$ cat config.mk
export PLATFORM = sky130hd
export DESIGN_NAME = signed_seq_divider
export DESIGN_NICKNAME = d
export VERILOG_FILES = /design/src/rtl/signed_div_pkg.sv /design/src/rtl/signed_seq_divider_div_step.sv /design/src/rtl/signed_seq_divider.sv
export SDC_FILE = /design/constraint.sdc
export NUM_CORES = 1
export LEC_CHECK = 0
export BUFFER_PORTS_ARGS = -buffer_cell sky130_fd_sc_hd__buf_2
export CORE_MARGIN = 2
export CORE_UTILIZATION = 25
export DETAILED_ROUTE_END_ITERATION = 8
export SETUP_SLACK_MARGIN = 0.3
export SYNTH_ARGS = -nofsm -noshare
export SYNTH_HDL_FRONTEND = slang
export SYNTH_HIERARCHICAL = 1
export SYNTH_SLANG_ARGS = --single-unit
$ cat constraint.sdc
create_clock -name i_clk -period 3.3 [get_ports i_clk]
set_input_delay 0.495 -clock i_clk [delete_from_list [all_inputs] [get_ports i_clk]]
set_output_delay 0.495 -clock i_clk [all_outputs]
set_load 0.005 [all_outputs]
$ cat src/rtl/signed_div_pkg.sv
// Shared types and sizing helpers for the sequential signed divider.
package signed_div_pkg;

    typedef enum logic [1:0] {
        IDLE = 2'd0,
        CALC = 2'd1,
        FIX  = 2'd2,
        DONE = 2'd3
    } state_t;

    // Counter holds N-1 down to 0; at least one bit even for tiny N.
    function automatic int cnt_width(input int n);
        return (n < 2) ? 1 : $clog2(n);
    endfunction

endpackage

$ cat src/rtl/signed_seq_divider_div_step.sv
// One restoring-division iteration on magnitudes: shift in a dividend bit,
// try to subtract the divisor, keep the difference when it does not borrow.
module div_step #(
    parameter int N = 8
) (
    input  logic [N:0]   rem,
    input  logic         dd_bit,
    input  logic [N-1:0] divisor_mag,
    output logic [N:0]   rem_next,
    output logic         q_bit
);

    logic [N+1:0] trial;

    // rem[N] is always zero between steps, so bit N+1 of the trial is a
    // reliable borrow/sign indicator.
    always_comb begin
        trial    = {rem, dd_bit} - {2'b00, divisor_mag};
        q_bit    = ~trial[N+1];
        rem_next = q_bit ? trial[N:0] : {rem[N-1:0], dd_bit};
    end

endmodule

$ cat src/rtl/signed_seq_divider.sv
// Sequential signed divider: magnitude restoring division, one quotient bit
// per cycle, then a sign fix-up. Optional macro SIGNED_DIV_ZERO_EN adds o_div_zero.
module signed_seq_divider
    import signed_div_pkg::*;
#(
    parameter int N = 8
) (
    input  logic         i_clk,
    input  logic         i_reset_n,
    input  logic         i_start,
    input  logic [N-1:0] i_dividend,
    input  logic [N-1:0] i_divisor,
    output logic         o_ready,
    output logic         o_done,
    output logic [N-1:0] o_q,
    output logic [N-1:0] o_r
`ifdef SIGNED_DIV_ZERO_EN
    ,
    output logic         o_div_zero
`endif
);

    localparam int CW = cnt_width(N);

    state_t state, state_next;

    logic [N-1:0]  dd_sr;          // dividend magnitude, becomes quotient magnitude
    logic [N-1:0]  dv_mag;
    logic [N-1:0]  dividend_raw;
    logic [N:0]    rem;
    logic          q_neg;
    logic          r_neg;
    logic          dv_zero;
    logic [CW-1:0] cnt;

    logic [N:0]    rem_step;
    logic          q_bit;
    logic [N-1:0]  dd_mag_in;
    logic [N-1:0]  dv_mag_in;
    logic          zero_in;
    logic [N-1:0]  q_fix;
    logic [N-1:0]  r_fix;

    // Magnitude of the most negative value wraps to 2^(N-1), which is
    // exactly right as an unsigned N-bit number.
    assign dd_mag_in = i_dividend[N-1] ? -i_dividend : i_dividend;
    assign dv_mag_in = i_divisor[N-1]  ? -i_divisor  : i_divisor;
    assign zero_in   = (i_divisor == '0);
    assign o_ready   = (state == IDLE);

    div_step #(.N(N)) u_step (
        .rem         (rem),
        .dd_bit      (dd_sr[N-1]),
        .divisor_mag (dv_mag),
        .rem_next    (rem_step),
        .q_bit       (q_bit)
    );

    always_ff @(posedge i_clk or negedge i_reset_n) begin
        if (!i_reset_n) state <= IDLE;
        else            state <= state_next;
    end

    always_comb begin
        state_next = state;
        case (state)
            IDLE: begin
                if (i_start) begin
`ifdef SIGNED_DIV_ZERO_EN
                    state_next = zero_in ? FIX : CALC;
`else
                    state_next = CALC;
`endif
                end
            end
            CALC:    if (cnt == '0) state_next = FIX;
            FIX:     state_next = DONE;
            DONE:    state_next = IDLE;
            default: state_next = IDLE;
        endcase
    end

    // Divide-by-zero results are forced here regardless of what CALC left.
    always_comb begin
        q_fix = q_neg ? -dd_sr : dd_sr;
        r_fix = r_neg ? -rem[N-1:0] : rem[N-1:0];
        if (dv_zero) begin
            q_fix = '1;
            r_fix = dividend_raw;
        end
    end

    always_ff @(posedge i_clk or negedge i_reset_n) begin
        if (!i_reset_n) begin
            dd_sr        <= '0;
            dv_mag       <= '0;
            dividend_raw <= '0;
            rem          <= '0;
            q_neg        <= 1'b0;
            r_neg        <= 1'b0;
            dv_zero      <= 1'b0;
            cnt          <= '0;
            o_done       <= 1'b0;
            o_q          <= '0;
            o_r          <= '0;
`ifdef SIGNED_DIV_ZERO_EN
            o_div_zero   <= 1'b0;
`endif
        end else begin
            o_done <= (state == DONE);
            case (state)
                IDLE: begin
                    if (i_start) begin
                        dd_sr        <= dd_mag_in;
                        dv_mag       <= dv_mag_in;
                        dividend_raw <= i_dividend;
                        q_neg        <= i_dividend[N-1] ^ i_divisor[N-1];
                        r_neg        <= i_dividend[N-1];
                        dv_zero      <= zero_in;
                        rem          <= '0;
                        cnt          <= CW'(N - 1);
                    end
                end
                CALC: begin
                    rem   <= rem_step;
                    dd_sr <= {dd_sr[N-2:0], q_bit};
                    cnt   <= cnt - CW'(1);
                end
                FIX: begin
                    o_q <= q_fix;
                    o_r <= r_fix;
`ifdef SIGNED_DIV_ZERO_EN
                    o_div_zero <= dv_zero;
`endif
                end
                default: ;
            endcase
        end
    end

endmodule

## Yosys cells after proc, flatten, opt, wreduce, memory -nomap -nowiden

Cells that the tools add are included.

- Reduce and logical (&&, ||, !) cells: 7
- Eq/ne operators: 5
- Muxes and demuxes: 16
- Bitwise logic cells: 2
- Add/sub/neg operators: 6

Operators with widths:

| operator | number |
|---|---|
| 8-bit two-way mux | 7 |
| 8-bit negator | 4 |
| 9-bit two-way mux | 2 |
| 9-bit one-hot mux with 2 select lines | 1 |
| 8-bit one-hot mux with 2 select lines | 1 |
| 10-bit by 8-bit subtractor with 10-bit output | 1 |
| 8-bit zero test | 1 |
| 2-bit one-hot mux with 4 select lines | 1 |
| 3-bit one-hot mux with 2 select lines | 1 |
| 2-bit AND reduction | 3 |
| 2-bit == test, second input constant | 2 |
| 2-bit two-way mux | 2 |
| 2-bit inequality test, second input constant | 2 |
| 3-bit zero test | 1 |
| 3-bit two-way mux | 1 |
| 3-bit by 1-bit subtractor with 3-bit output, second input constant | 1 |
| 2-bit by 1-bit == test with 1-bit output, second input constant | 1 |
| 2-bit zero test | 1 |
| 2-bit nonzero test | 1 |
| 1-bit inverter | 1 |
| 1-bit bitwise XOR | 1 |

- Output and inout bits: 18
- Logic and storage cells: 48
- Bits in registers: 58
- Bits of input ports: 19

## Logic depth before layout (Yosys ltp)

- Depth after elaboration: 4
- Depth in mapped cells: 10

## Cells and area by module

The synthesis kept the hierarchy.

Modules (own cells, without submodules):

| module | area an instance (µm²) | times used | cells each |
|---|---|---|---|
| signed_seq_divider | 2907.8 | 1 | 285 |
| div_step | 565.5 | 1 | 72 |

## Worst setup path before layout

Ideal clock, no wire load.

- Path type: reg-to-reg
- Start point: register rem[1]
- End point: register rem[4]
- Arrival time: 2.197 ns
- Library setup time: 0.121 ns
- Data required time: 3.179 ns
- Path slack: 0.982 ns
- Cell stages (with the launch flop): 9
- Cells stage by stage: dfrtp_1 ha_1 nor2_1 a211oi_4 o211a_1 a211o_1 buf_6 mux2_4 a22o_2

- Word-level cells in the longest chain between the ends: 3

RTL lines:

| item | line | source |
|---|---|---|
| start: declaration | signed_seq_divider.sv:30 | `logic [N:0] rem;` |
| start signal: assignment | signed_seq_divider.sv:125 | `rem <= rem_step;` |
| 10-bit by 8-bit subtractor with 10-bit output | signed_seq_divider_div_step.sv:18 | `trial = {rem, dd_bit} - {2'b00, divisor_mag};` |
| 9-bit two-way mux | signed_seq_divider_div_step.sv:20 | `rem_next = q_bit ? trial[N:0] : {rem[N-1:0], dd_bit};` |
| via rem_step[4] | signed_seq_divider.sv:36 | `logic [N:0] rem_step;` |
| 9-bit one-hot mux with 2 select lines | signed_seq_divider.sv:111 | `case (state)` |

The timed path passes the listed nets, and every way through them passes these cells.
A chain may end at the register's enable or synchronous reset.

## Final worst setup path

- Start point: register rem[0]
- End point: register rem[8]

Same word-level chain as after synthesis.

==> metrics.yaml <==
synthTopCellsByCount: "dfrtp_1 (57), inv_1 (28), nand2_1 (28), nor2_1 (28), a21oi_1 (20)"
p_leak_nw: 1.913
vias: 2681
root_buffer: "clkbuf_16"
fin_nets: 432
yosysMostFrequentCell: "dfrtp_1"
antenna_found_initial: 0
reg2regPathDepth: 8
crit_type: "reg -> reg"
crit_fanout: 7
drive_gt1_share_pct: 19.80
pin_count: 37
ctsHoldBuffers: 0
critPathTopFamily: "compound AO/OA/AOI/OAI gates"
crit_path_cell_trace: "inv_1, fa_1, nand2b_1, a2111oi_0, nor2_1, or4b_1, nand3_1, a22o_1"
path_clk_slew_ns: 0.05
synth-edff-count: 0
grt_pass1_wl_microns: 13390
syn_nets: 395
area.growth.synth_to_final_pct: 19.16
peakVddDrop_mv: 0.3225
fp.dieArea_sq_um: 14850
synth_compound_area_share_pct: 17.90
clkLatencyLatePin_ns: 0.33
yosysWarnings: 6
dieWidth_microns: 121.9
wl_per_cell_microns: 13.85
power_density_nw_per_um2: 1067
end_kind: "flop"
syn_avg_cell_area_sq_um: 9.729
ys_seq_area_share_pct: 41.07
rsz0062_at_grt: "no"
muxShareOfSynthArea_pct: 8.357
post_cts_resized: 0
netlist.area_leader.share_pct: 41.07
worst_pin_slew_ns: 1.062
route.detailed.drc: 0
slew_headroom_pct: 29.00
syn-instance-count: 357
arrival_ns: 2.82
io_buffers: 36
clockBufferDepth: 2
worst-path-buf-inv: 1
fmaxAchievable_ghz: 0.3830
synth-adder-area-share_pct: 7.061
drv_slew: 0
gp_congestion: 0.8349
grt_use_total_pct: 11.52
fin_setup_tns_ns: 0
max_cap_violations: 0
vias_per_cell: 4.630
synth-simple-area-share_pct: 14.19
cts_num_sinks: 57
synth_top_family_by_area: "compound AO/OA/AOI/OAI gates"
synth_cell_types: 59
crit_path_max_incr_delay_ns: 0.61
fin_skew_ns: 0.006411
die_y_microns: 121.9
start_kind: "flop"
synth_largest_area_cell: "dfrtp_1"
fin_crit_sh_pct: 79.11
yosys.area_share.xor_xnor_pct: 6.556
cp.depth: 8
diodes: 0
status: "complete, no violations"
place_inst: 563
required_ns: 3.51
floorplan.rows: 43
grt_pass1_vias: 2621
synth-seq-cells: 57
synth_area_leaders: "dfrtp_1 (41%), ha_1 (6.5%), xnor2_1 (3.5%)"
grt_max_degree: 34
drt-total-wl_microns: 8017
gr-total-overflow: 0
numCtsBuffers: 9
dp_hpwl_microns: 6007
finalHoldViolations: 0
cts_max_level: 3
cts_tree: "yes"
setup_violations: 0
async_flop_share_pct: 100.0
synthesis.area_sq_um: 3473
core_area_sq_um: 13720
ant_nets: 0
synth_top_flop_cell: "dfrtp_1"
cts_setup_buffers: 0
fin_crit_ns: 2.611
drt_pre_antenna_iters: 4
drt-initial-drc-count: 178
hp-class: "in -> async"
start_util_pct: 25.32
critPathSlowestCell: "a2111oi_0"
layout.cells.non_filler: 579
==> state kept, by name, summed over array words and instances, names as in the netlist <==
signal,count
rem,9
o_done,1
dv_mag,8
o_q,8
o_r,8
dividend_raw,8
dv_zero,1
cnt,3
dd_sr,8
q_neg,1
state,2
==> cells in the final DEF (no fill, tap or decap), drive strengths merged, types with 14 or more instances in the layout <==
| cell | n |
|---|---|
| mux2 | 14 |
| nor2 | 28 |
| xnor2 | 14 |
| inv | 29 |
| nand2 | 29 |
| dfrtp | 57 |
| buf | 40 |
| o21ai | 20 |
| ha | 18 |
| a21oi | 21 |
==> where the power goes <==
group	internal [W]	switching, W	total (W)
Sequential	0.00101	0.000280	0.00129
Clock	0.000601	0.000302	0.000903
Combinational	0.00106	0.00116	0.00222
Total	0.00268	0.00174	0.00442
==> metrics by stage <==
stage          hold WS (ns)  util (%)  instance area [sq um]  total power [W]  worst slack (ns)
3_3_place_gp         0.4579     28.05                   3849         0.003457            0.8060
5_1_grt              0.2509     30.17                   4139         0.004803            0.6025
6_report             0.1854     30.17                   4139         0.004416            0.6893
4_1_cts              0.2202     30.17                   4139         0.004451            0.7447
2_1_floorplan        0.1994         -                   3473         0.002986            0.9819
3_5_place_dp         0.4638     28.05                   3849         0.003531            0.7499
==> cell type report <==
cell class,count,area (sq um)
inverters,29,108.9
repair buffers,40,210.2
fillers,1416,9580
clock buffers,13,250.2
flip-flops and latches,57,1426
clock inverters,3,40.04
multi-input cells,257,1878
well taps,180,225.2
==> worst reg2reg max path: stages (launching register included) <==
cell       delay [ns]
dfrtp_1          0.51
inv_1            0.13
fa_1             0.46
nand2b_1         0.18
a2111oi_0        0.61
nor2_1           0.15
or4b_1           0.20
nand3_1          0.07
a22o_1           0.19
==> path summary, 6_finish.rpt <==
check,end,start,slack (ns)
min in group i_clk,cnt[0]$_DFFE_PN0P_,cnt[0]$_DFFE_PN0P_,0.47
setup reg to reg,rem[8]$_DFFE_PN0P_,rem[0]$_DFFE_PN0P_,0.69
max in group asynchronous,o_q[3]$_DFFE_PN0P_,i_reset_n,2.26
setup / recovery,rem[8]$_DFFE_PN0P_,rem[0]$_DFFE_PN0P_,0.69
hold reg to reg,cnt[0]$_DFFE_PN0P_,cnt[0]$_DFFE_PN0P_,0.47
hold / removal,o_r[7]$_DFFE_PN0P_,i_reset_n,0.19
==> kinds of logic after synthesis <==
| logic type | Yosys count |
|---|---|
| AO/OA/AOI/OAI | 88 |
| adder cells (fa/ha/maj) | 19 |
| multiplexers | 25 |
| flip-flops | 57 |
| XOR/XNOR | 26 |
| AND/OR/NAND/NOR | 99 |
| buffers and inverters | 43 |
==> routing by layer <==
| metal | global-route usage, % | up-vias | wire length [microns] |
|---|---|---|---|
| li1 | - | 1328 | - |
| met1 | 16.49 | 1277 | 4099 |
| met2 | 16.90 | 70 | 3460 |
| met3 | 2.528 | 6 | 360 |
| met4 | 4.382 | 0 | 97 |
| met5 | 0 | - | 0 |
No activity file was read; power rests on OpenSTA's default activity.
